[src/rtl/renkon_serial_ctrl_if.sv]
// rtl/renkon_serial_ctrl_if.sv - control, core stream, drain stream and buffer port bundle of renkon_serial_ctrl
interface renkon_serial_ctrl_if #(
    parameter int DWIDTH  = 16,
    parameter int OUTSIZE = 8
);
    logic                      fill_start;
    logic                      drain_start;
    logic        [OUTSIZE-1:0] cfg_words;
    logic                      in_valid;
    logic signed [DWIDTH-1:0]  in_data;
    logic                      in_ready;
    logic                      out_valid;
    logic signed [DWIDTH-1:0]  out_data;
    logic                      out_ready;
    logic                      mem_we;
    logic        [OUTSIZE-1:0] mem_addr;
    logic signed [DWIDTH-1:0]  write_data;
    logic signed [DWIDTH-1:0]  read_data;
    logic                      fill_done;
    logic                      drain_done;
    logic                      busy;

    // master: the controller, which owns the buffer and both streams
    modport master (
        input  fill_start, drain_start, cfg_words, in_valid, in_data, out_ready, read_data,
        output in_ready, out_valid, out_data, mem_we, mem_addr, write_data,
        output fill_done, drain_done, busy
    );

    modport slave (
        output fill_start, drain_start, cfg_words, in_valid, in_data, out_ready, read_data,
        input  in_ready, out_valid, out_data, mem_we, mem_addr, write_data,
        input  fill_done, drain_done, busy
    );
endinterface

[src/rtl/renkon_serial_ctrl.sv]
// rtl/renkon_serial_ctrl.sv - fill/drain sequencer for the single-port serial output buffer
module renkon_serial_ctrl #(
    parameter int DWIDTH  = 16,
    parameter int OUTSIZE = 8,
    parameter int WORDS   = 150
) (
    input  logic                  clk,
    input  logic                  xrst,
    renkon_serial_ctrl_if.master  bus
);
    typedef enum logic [2:0] {
        S_IDLE,
        S_FILL,
        S_FULL,
        S_PRIME,
        S_DRAIN
    } state_t;

    localparam logic [OUTSIZE-1:0] WORDS_L = OUTSIZE'(WORDS);

    state_t             state_q, state_d;
    logic [OUTSIZE-1:0] count_q, count_d;
    logic [OUTSIZE-1:0] wr_ptr_q, wr_ptr_d;
    logic [OUTSIZE-1:0] rd_ptr_q, rd_ptr_d;
    logic               fill_done_q, fill_done_d;
    logic               drain_done_q, drain_done_d;

    logic [OUTSIZE-1:0] clamped;
    logic [OUTSIZE-1:0] last_idx;
    logic               fill_hs;
    logic               drain_hs;

    assign clamped  = (bus.cfg_words > WORDS_L) ? WORDS_L : bus.cfg_words;
    assign last_idx = count_q - 1'b1;
    assign fill_hs  = (state_q == S_FILL) && bus.in_valid;
    assign drain_hs = (state_q == S_DRAIN) && bus.out_ready;

    assign bus.in_ready   = (state_q == S_FILL);
    assign bus.mem_we     = fill_hs;
    assign bus.write_data = (state_q == S_FILL) ? bus.in_data : '0;
    assign bus.out_valid  = (state_q == S_DRAIN);
    assign bus.out_data   = (state_q == S_DRAIN) ? bus.read_data : '0;
    assign bus.fill_done  = fill_done_q;
    assign bus.drain_done = drain_done_q;
    assign bus.busy       = (state_q == S_FILL) || (state_q == S_PRIME) || (state_q == S_DRAIN);

    // Read address is registered by the buffer, so stepping it on the handshake keeps data back-to-back
    always_comb begin
        bus.mem_addr = '0;
        case (state_q)
            S_FILL:  bus.mem_addr = wr_ptr_q;
            S_DRAIN: bus.mem_addr = drain_hs ? rd_ptr_q + 1'b1 : rd_ptr_q;
            default: bus.mem_addr = '0;
        endcase
    end

    always_comb begin
        state_d      = state_q;
        count_d      = count_q;
        wr_ptr_d     = wr_ptr_q;
        rd_ptr_d     = rd_ptr_q;
        fill_done_d  = 1'b0;
        drain_done_d = 1'b0;
        case (state_q)
            S_IDLE, S_FULL: begin
                if (bus.fill_start) begin
                    count_d  = clamped;
                    wr_ptr_d = '0;
                    if (clamped == '0) begin
                        state_d     = S_FULL;
                        fill_done_d = 1'b1;
                    end else begin
                        state_d = S_FILL;
                    end
                end else if (bus.drain_start && (state_q == S_FULL)) begin
                    state_d = S_PRIME;
                end
            end
            S_FILL: begin
                if (bus.in_valid) begin
                    if (wr_ptr_q == last_idx) begin
                        state_d     = S_FULL;
                        fill_done_d = 1'b1;
                    end else begin
                        wr_ptr_d = wr_ptr_q + 1'b1;
                    end
                end
            end
            S_PRIME: begin
                rd_ptr_d = '0;
                if (count_q == '0) begin
                    state_d      = S_IDLE;
                    drain_done_d = 1'b1;
                end else begin
                    state_d = S_DRAIN;
                end
            end
            S_DRAIN: begin
                if (bus.out_ready) begin
                    if (rd_ptr_q == last_idx) begin
                        state_d      = S_IDLE;
                        drain_done_d = 1'b1;
                    end else begin
                        rd_ptr_d = rd_ptr_q + 1'b1;
                    end
                end
            end
            default: state_d = S_IDLE;
        endcase
    end

    always_ff @(posedge clk or negedge xrst) begin
        if (!xrst) begin
            state_q      <= S_IDLE;
            count_q      <= '0;
            wr_ptr_q     <= '0;
            rd_ptr_q     <= '0;
            fill_done_q  <= 1'b0;
            drain_done_q <= 1'b0;
        end else begin
            state_q      <= state_d;
            count_q      <= count_d;
            wr_ptr_q     <= wr_ptr_d;
            rd_ptr_q     <= rd_ptr_d;
            fill_done_q  <= fill_done_d;
            drain_done_q <= drain_done_d;
        end
    end
endmodule

[src/flat_wrapper.sv]
// flat-port wrapper written by rule: the top's interface ports become plain ports
module renkon_serial_ctrl_flat 
#(
    parameter int DWIDTH  = 16,
    parameter int OUTSIZE = 8,
    parameter int WORDS   = 150
)
  (clk, xrst, bus_fill_start, bus_drain_start, bus_cfg_words, bus_in_valid, bus_in_data, bus_out_ready, bus_read_data, bus_in_ready, bus_out_valid, bus_out_data, bus_mem_we, bus_mem_addr, bus_write_data, bus_fill_done, bus_drain_done, bus_busy);
  renkon_serial_ctrl_if #(.DWIDTH(DWIDTH), .OUTSIZE(OUTSIZE)) bus_i ();
  input  logic clk;
  input  logic xrst;
  input wire logic [$bits(bus_i.fill_start)-1:0] bus_fill_start;
  input wire logic [$bits(bus_i.drain_start)-1:0] bus_drain_start;
  input wire logic [$bits(bus_i.cfg_words)-1:0] bus_cfg_words;
  input wire logic [$bits(bus_i.in_valid)-1:0] bus_in_valid;
  input wire logic [$bits(bus_i.in_data)-1:0] bus_in_data;
  input wire logic [$bits(bus_i.out_ready)-1:0] bus_out_ready;
  input wire logic [$bits(bus_i.read_data)-1:0] bus_read_data;
  output wire logic [$bits(bus_i.in_ready)-1:0] bus_in_ready;
  output wire logic [$bits(bus_i.out_valid)-1:0] bus_out_valid;
  output wire logic [$bits(bus_i.out_data)-1:0] bus_out_data;
  output wire logic [$bits(bus_i.mem_we)-1:0] bus_mem_we;
  output wire logic [$bits(bus_i.mem_addr)-1:0] bus_mem_addr;
  output wire logic [$bits(bus_i.write_data)-1:0] bus_write_data;
  output wire logic [$bits(bus_i.fill_done)-1:0] bus_fill_done;
  output wire logic [$bits(bus_i.drain_done)-1:0] bus_drain_done;
  output wire logic [$bits(bus_i.busy)-1:0] bus_busy;
  assign bus_i.fill_start = bus_fill_start;
  assign bus_i.drain_start = bus_drain_start;
  assign bus_i.cfg_words = bus_cfg_words;
  assign bus_i.in_valid = bus_in_valid;
  assign bus_i.in_data = bus_in_data;
  assign bus_i.out_ready = bus_out_ready;
  assign bus_i.read_data = bus_read_data;
  assign bus_in_ready = bus_i.in_ready;
  assign bus_out_valid = bus_i.out_valid;
  assign bus_out_data = bus_i.out_data;
  assign bus_mem_we = bus_i.mem_we;
  assign bus_mem_addr = bus_i.mem_addr;
  assign bus_write_data = bus_i.write_data;
  assign bus_fill_done = bus_i.fill_done;
  assign bus_drain_done = bus_i.drain_done;
  assign bus_busy = bus_i.busy;
  renkon_serial_ctrl #(.DWIDTH(DWIDTH), .OUTSIZE(OUTSIZE), .WORDS(WORDS)) u_core (.clk(clk), .xrst(xrst), .bus(bus_i));
endmodule
[config.mk]
export PLATFORM = sky130hd
export DESIGN_NAME = renkon_serial_ctrl_flat
export DESIGN_NICKNAME = d
export VERILOG_FILES = /design/src/rtl/renkon_serial_ctrl_if.sv /design/src/rtl/renkon_serial_ctrl.sv /design/src/flat_wrapper.sv
export SDC_FILE = /design/constraint.sdc
export NUM_CORES = 1
export LEC_CHECK = 0
export CAP_MARGIN = 20
export CORE_ASPECT_RATIO = 2
export CORE_MARGIN = 8
export CORE_UTILIZATION = 30
export CTS_BUF_LIST = sky130_fd_sc_hd__clkbuf_2 sky130_fd_sc_hd__clkbuf_4 sky130_fd_sc_hd__clkbuf_8
export DETAILED_ROUTE_END_ITERATION = 6
export GPL_TIMING_DRIVEN = 0
export SLEW_MARGIN = 20
export SYNTH_ARGS = -nofsm -noshare
export SYNTH_HDL_FRONTEND = slang
export SYNTH_SLANG_ARGS = --single-unit
export TNS_END_PERCENT = 30
[constraint.sdc]
create_clock -name clk -period 4.94 [get_ports clk]
set_input_delay 1.235 -clock clk [delete_from_list [all_inputs] [get_ports clk]]
set_output_delay 1.235 -clock clk [all_outputs]
set_load 0.01 [all_outputs]
# ---- Word level (Yosys, flattened, before mapping)
# Cells that the tools add are included.
dict set report totals {
  regBits 29
}
dict set report classes {
  n_mux 30
  eq_ne 14
  n_reduce_logical 15
  add_sub_neg 3
  n_lt_le_gt_ge 1
}
# op n
set op_table {}
lappend op_table {{$mux W8} 7}
lappend op_table {{$pmux W8 S2} 3}
lappend op_table {{$mux W16} 2}
lappend op_table {{$mux W3} 7}
lappend op_table {{$add A8 B1 Y8 const B} 2}
lappend op_table {{$eq A8 B8 Y1} 2}
lappend op_table {{$logic_not A8 Y1} 2}
lappend op_table {{$pmux W3 S4} 1}
lappend op_table {{$ne A2 B2 Y1 const B} 5}
lappend op_table {{$gt A8 B8 Y1 const B} 1}
lappend op_table {{$sub A8 B1 Y8 const B} 1}
lappend op_table {{$mux W1} 7}
lappend op_table {{$eq A3 B2 Y1 const B} 2}
lappend op_table {{$reduce_and A5 Y1} 1}
lappend op_table {{$ne A2 B1 Y1 const B} 2}
lappend op_table {{$pmux W1 S2} 2}
lappend op_table {{$reduce_and A4 Y1} 1}
lappend op_table {{$reduce_bool A2 Y1} 2}
lappend op_table {{$eq A3 B1 Y1 const B} 1}
lappend op_table {{$eq A3 B3 Y1 const B} 1}
lappend op_table {{$logic_and A1 B1 Y1} 3}
lappend op_table {{$logic_not A3 Y1} 1}
lappend op_table {{$ne A3 B2 Y1 const B} 1}
lappend op_table {{$reduce_and A3 Y1} 1}
lappend op_table {{4 further kinds} 5}

# ---- Logic depth before layout (Yosys ltp)
# Gate-level depths: netlist of run 1.
dict set report logic_depth {
  word_depth 6
  ltp_mapped 10
  ltp_nobuf 9
}

# ---- Least setup slack after synthesis of run 1
# No wires, ideal clock.
dict set report synth_path {
  path_type {input to output}
  start {input bus_out_ready}
  end {output bus_mem_addr[7]}
  n_path_buf 1
  slack_ns 1.713
  required_time_ns 3.705
  cell_stages 4
  t_arrival_ns 1.992
  path_cell_list {buf_1 > nand4_1 > xnor2_1 > a22o_1}
}
dict set report synth_between {
  elab_chain_cells 3
}
# item line_no
set synth_rtl {}
lappend synth_rtl {{from (decl)} flat_wrapper.sv:17} ;# input wire logic [$bits(bus_i.out_ready)-1:0] bus_out_ready;
lappend synth_rtl {{$logic_and A1 B1 Y1} renkon_serial_ctrl.sv:36} ;# assign drain_hs = (state_q == S_DRAIN) && bus.out_ready;
lappend synth_rtl {{$mux W8} renkon_serial_ctrl.sv:52} ;# S_DRAIN: bus.mem_addr = drain_hs ? rd_ptr_q + 1'b1 : rd_ptr_q;
lappend synth_rtl {{$pmux W8 S2} renkon_serial_ctrl.sv:50} ;# case (state_q)
lappend synth_rtl {{to (decl)} flat_wrapper.sv:23} ;# output wire logic [$bits(bus_i.mem_addr)-1:0] bus_mem_addr;
# No other way between the ends.

# ---- Worst setup path in the final report of run 1
# Ends and elaborated chain as after synthesis.

==> impl_metrics.tcl, run 1 <==
set metrics [dict create \
    antenna_found_initial 0 \
    final_antenna_net_count 0 \
    grt_overflow 0 \
    synth.distinct_cells 52 \
    drive_gt1_share_pct 6.15 \
    cts.path.max_buffers 2 \
    multi_input_area_mm2 0.00152 \
    synth_edf_count 0 \
    die_x_um 78.8 \
    area_growth_syn_to_layout_pct 47.2 \
    cp_max_fo 10 \
    fp.coreArea_mm2 0.00777 \
    netlist_instances 276 \
    insertedDiodeCount 0 \
    vias 2320 \
    drt_iter0_drc 138 \
    min_path_cells 2 \
    r2r-end "u_core.rd_ptr_q[6]" \
    dp_hpwl_um 6280 \
    yosysWarnings 0 \
    die_height_um 142 \
    endpoint "bus_mem_addr[7]" \
    routed_wl_um 7740 \
    ys_seq_elements 29 \
    start_util_pct 30.5 \
    ctsHoldBuffers 0 \
    hold_path.class "reg -> reg" \
    pwr-share-seq_pct 24.1 \
    grt_pass1_wl_um 12400 \
    fmax_mhz 222 \
    rsz0062_at_grt "no" \
    synthFlopType "dfrtp_1" \
    placedCellCount 463 \
    design.die.area_mm2 0.0112 \
    layout_common_cells "clkdlybuf4s50_1 (90), nand2_1 (29), dfrtp_1 (29)" \
    cts.sinks 29 \
    cpPeakStageDelay_ns 0.54 \
    ios 92 \
    finalHoldViolations 0 \
    slew_viol_final 0 \
    wl_per_cell_um 16.5 \
    async_flop_share_pct 100 \
    nNetsFinal 424 \
    critPathKind "in -> out" \
    r2r_cells 10 \
    grt_max_degree 30 \
    clk_latency_ns 0.28 \
    irDropWorstVdd_mv 0.210 \
    synth_fp_nets 326 \
    post_cts_buffers 0 \
    cp-end-kind "output port" \
    numCtsBuffers 5 \
    slew_headroom_pct 55.7 \
    final.fill_count 767 \
    final_common_cell "clkdlybuf4s50_1" \
    placementRows 46 \
    firstDrtPassIters 4 \
    start_kind "input pin" \
    arrival_ns 3.27 \
    vias_per_cell 4.94 \
    reg2reg_from "u_core.count_q[0]" \
    power_density_mw_per_mm2 436 \
    regArea_um2 726 \
    timing.final.crit_share_pct 91.3 \
    leakage_nw 1.40 \
    tightestPinTransition_ns 0.664 \
    min_period_ns 4.51 \
    worst-path-stages 6 \
    outcome "completed" \
    post_cts_resized 0 \
    switching_share_pct 42.5 \
    max_cap_violations 0 \
    drc 0 \
    required_ns 3.70 \
    skew_ns 0.00877 \
    setup_viol 0 \
    critPathMostFrequentCell "clkdlybuf4s50_1" \
    crit_buf_inv 3 \
    port_buffers 91 \
    fin_cells 470 \
    net-switching-power_mw 0.647 \
    grt_pass1_vias 2399 \
    path_clk_slew_ns 0.07 \
    cts_tree "yes" \
    avgSynthCellArea_um2 8.57 \
    seq_area_frac_synth_pct 30.7 \
    syn_area_mm2 0.00237 \
    final_util_pct 44.8 \
    cp_top_family "buffers and inverters" \
    grt_use_total_pct 13.8 \
    critPathSlowestCell "clkdlybuf4s50_1" \
    cts_root_buf "clkbuf_8" \
    power_frac_clock_pct 13.6 \
    path_cells "clkdlybuf4s50_1, buf_1, nand4_1, xnor2_1, a22o_1, clkdlybuf4s50_1" \
    htree_levels 2 \
    place_congestion 0.921 \
    reg2reg_slack_ns 1.87 \
    crit_start "bus_out_ready" \
    fin_setup_tns_ns 0 \
    internal_power_mw 0.873 \
    p_comb_share_pct 62.3 \
]
-- cell families after synthesis --
family / after synthesis / share of synthesized area (%)
AO/OA/AOI/OAI: 52 / 17.9
AND/OR/NAND/NOR: 127 / 30.0
flip-flops: 29 / 30.7
buffers and inverters: 29 / 5.13
XOR/XNOR: 34 / 13.7
multiplexers: 1 / 0.476
adder cells (fa/ha/maj): 4 / 2.12
-- power groups by stage --
stage	Combinational [mW]	Clock (mW)	Sequential, mW
after floorplan	0.600	0	0.349
after global placement	0.931	0	0.367
after detailed placement	0.949	0	0.371
after CTS	0.956	0.212	0.366
after global routing	1.03	0.219	0.375
final	0.946	0.207	0.366
-- worst min path at each step --
stage                                   end         startpoint  slack [ns]
after floorplan           u_core.count_q[6]  u_core.count_q[6]        0.51
final                     u_core.count_q[6]  u_core.count_q[6]        0.58
after detailed placement  u_core.count_q[6]  u_core.count_q[6]        0.57
after global placement    u_core.count_q[6]  u_core.count_q[6]        0.55
after global routing      u_core.count_q[6]  u_core.count_q[6]        0.62
after CTS                 u_core.count_q[6]  u_core.count_q[6]        0.59
-- worst reg2reg max path, delay by kind of cell, from the launching register on --
kind / cells / cell delay (ns)
compound gates: 3 / 0.75
simple gates: 3 / 0.96
flops: 1 / 0.46
xor+xnor: 1 / 0.19
buf+inv: 2 / 0.39
fa+ha+maj: 1 / 0.20
-- per-stage QoR --
step / total power [mW] / area, um^2 / hold slack, ns / setup slack, ns
floorplan: 0.949 / 2370 / 0.511 / 1.71
global placement: 1.30 / 3400 / 0.553 / 0.452
detailed placement: 1.32 / 3390 / 0.567 / 0.454
CTS: 1.53 / 3480 / 0.588 / 0.459
global route: 1.62 / 3480 / 0.624 / 0.351
finish: 1.52 / 3480 / 0.583 / 0.430
-- registers in the layout (all words and copies together) (netlist names) --
name                   count
u_core.bus.drain_done      1
u_core.bus.fill_done       1
u_core.count_q             8
u_core.rd_ptr_q            8
u_core.state_q             3
u_core.wr_ptr_q            8
-- synthesized netlist by cell type, drive strengths merged (3+ instances only) --
library cell / instances / area (um^2)
dfrtp: 29 / 726
nand2: 29 / 109
xnor2: 26 / 228
and3: 20 / 125
and2: 18 / 113
clkbuf: 16 / 60.1
nor2: 13 / 48.8
o21ai: 12 / 63.8
a22o: 9 / 80.1
nand3: 9 / 45.0
inv: 8 / 30.0
nor3b: 7 / 52.6
a21oi: 6 / 33.8
nand2b: 6 / 37.5
nand4: 6 / 52.6
nor3: 6 / 30.0
xor2: 6 / 52.6
a211o: 5 / 43.8
buf: 5 / 31.3
ha: 4 / 50.1
nor2b: 3 / 18.8
nor4: 3 / 18.8
o31ai: 3 / 36.3
or3: 3 / 23.8
-- layer usage --
| metal | vias up | global-route usage (%) | share of wire [%] |
|---|---|---|---|
| met5 | - | 0 | 0 |
| met4 | 0 | 2.65 | 0.74 |
| met3 | 6 | 3.55 | 4.7 |
| met2 | 45 | 25.1 | 53 |
| met1 | 1105 | 15.6 | 42 |
| li1 | 1164 | - | - |
-- layout make-up --
| cell class | instances | area share (%) |
|---|---|---|
| Tap cell | 96 | 3.45 |
| Multi-Input combinational cell | 218 | 43.6 |
| Timing Repair Buffer | 91 | 26.0 |
| Inverter | 8 | 0.862 |
| Sequential cell | 29 | 20.8 |
| Buffer | 21 | 2.62 |
| Clock buffer | 7 | 2.59 |
Power figures use the tool's default switching activity.
==> run 2, diff against run 1 <==
Settings changed: CORE_UTILIZATION 30 to 49, CTS_CLUSTER_SIZE set to 12, HOLD_SLACK_MARGIN set to 0.12, PLACE_DENSITY set to 0.88.
==> impl_metrics.tcl, run 2 (synthesis gave the netlist of run 1 again) <==
set metrics [dict create \
    skew_ns 0.00523 \
    cts.path.max_buffers 2 \
    path_cells "clkdlybuf4s50_1, buf_1, nand4_1, xnor2_1, a22o_1, clkdlybuf4s50_1" \
    placementRows 36 \
    setup_viol 0 \
    fmax_mhz 220 \
    cpPeakStageDelay_ns 0.56 \
    slew_viol_final 0 \
    drive_gt1_share_pct 6.15 \
    fin_setup_tns_ns 0 \
    cp-end-kind "output port" \
    slew_headroom_pct 54.1 \
    fin_cells 431 \
    area_growth_syn_to_layout_pct 45.7 \
    cts.sinks 29 \
    start_kind "input pin" \
    die_height_um 114 \
    post_cts_resized 0 \
    critPathSlowestCell "clkdlybuf4s50_1" \
    cp_max_fo 10 \
    htree_levels 2 \
    rsz0062_at_grt "no" \
    reg_top3 "u_core.count_q: 8 flops, u_core.rd_ptr_q: 8 flops, u_core.wr_ptr_q: 8 flops" \
    antenna_found_initial 0 \
    cts_tree "yes" \
    drc 0 \
    start_util_pct 49.6 \
    timing.final.crit_share_pct 91.9 \
    fp.coreArea_mm2 0.00477 \
    final.fill_count 379 \
    final_antenna_net_count 0 \
    leakage_nw 1.41 \
    max_cap_violations 0 \
    min_period_ns 4.54 \
    path_clk_slew_ns 0.06 \
    cts_root_buf "clkbuf_8" \
    power_density_mw_per_mm2 453 \
    grt_overflow 0 \
    ctsHoldBuffers 0 \
    dp_hpwl_um 6350 \
    ios 92 \
    insertedDiodeCount 0 \
    grt_max_degree 30 \
    drt_iter0_drc 171 \
    clk_latency_ns 0.28 \
    outcome "completed" \
    critPathMostFrequentCell "clkdlybuf4s50_1" \
    required_ns 3.70 \
    tightestPinTransition_ns 0.688 \
    nNetsFinal 424 \
    arrival_ns 3.31 \
    place_congestion 0.909 \
    routed_wl_um 8090 \
    design.die.area_mm2 0.00744 \
    numCtsBuffers 5 \
    final_common_cell "clkdlybuf4s50_1" \
    grt_use_total_pct 21.9 \
    grt_pass1_vias 2607 \
    cp_top_family "buffers and inverters" \
    post_cts_buffers 0 \
    wl_per_cell_um 18.8 \
    layout_common_cells "clkdlybuf4s50_1 (90), nand2_1 (29), dfrtp_1 (29)" \
    crit_buf_inv 3 \
    critPathKind "in -> out" \
    firstDrtPassIters 4 \
    port_buffers 91 \
    placedCellCount 424 \
    finalHoldViolations 0 \
    vias_per_cell 5.75 \
    irDropWorstVdd_mv 0.414 \
    grt_pass1_wl_um 12900 \
    hold_path.class "reg -> reg" \
    die_x_um 65.1 \
    vias 2478 \
]
==> run 2: cell count changes in the layout (fill, tap and decap cells not counted) <==
cell | previous run | this run
bufinv_16 | 0 | 1
clkbuf_4 | 1 | 0
clkbuf_8 | 6 | 5
clkinv_2 | 0 | 1
==> run 2: power breakdown <==
group          switching (mW)  internal, mW
Combinational           0.493         0.461
Sequential             0.0745         0.296
Clock                  0.0924         0.146
Total                   0.660         0.903
==> run 2: through the flow <==
| stage | hold WS, ns | setup WS, ns | total power [mW] | cell area (um^2) | utilization [%] |
|---|---|---|---|---|---|
| after global placement | 0.577 | 0.453 | 1.28 | 3350 | 70.1 |
| after floorplan | 0.511 | 1.71 | 0.949 | 2370 | - |
| after detailed placement | 0.600 | 0.457 | 1.31 | 3340 | 70.0 |
| after global routing | 0.636 | 0.288 | 1.67 | 3450 | 72.2 |
| after CTS | 0.610 | 0.423 | 1.56 | 3450 | 72.2 |
| final | 0.618 | 0.399 | 1.56 | 3450 | 72.2 |
==> run 2: final cells by class <==
class | count | area [um^2] | share of cell area, %
Multi-Input combinational cell | 218 | 1520 | 44.1
Timing Repair Buffer | 91 | 906 | 26.3
Sequential cell | 29 | 726 | 21.1
Buffer | 21 | 91.3 | 2.65
Tap cell | 57 | 71.3 | 2.07
Clock buffer | 5 | 68.8 | 2.00
Clock inverter | 2 | 35.0 | 1.02
Inverter | 8 | 30.0 | 0.871
==> run 2: final timing paths <==
kind	from	to	slack (ns)	cells past startpoint
max in group asynchronous	xrst	u_core.rd_ptr_q[7]	3.51	1
setup reg to reg	u_core.count_q[0]	u_core.rd_ptr_q[6]	1.89	10
min in group asynchronous	xrst	u_core.wr_ptr_q[3]	0.99	1
setup / recovery	bus_out_ready	bus_mem_addr[7]	0.40	6
hold / removal	u_core.count_q[1]	u_core.count_q[1]	0.62	2
hold reg to reg	u_core.count_q[1]	u_core.count_q[1]	0.62	2
==> run 2: metal layers <==
layer	up-vias	GRT usage, %	routed length (um)
li1	1167	-	-
met1	1172	24.5	3000
met2	120	36.8	4060
met3	19	9.22	888
met4	0	5.87	147
met5	-	0	0
==> run 2: tightest hold or removal path: cells and delay by family (launching register included) <==
family | cells | cell delay (ns)
compound gates | 1 | 0.08
buf+inv | 1 | 0.10
flops | 1 | 0.39
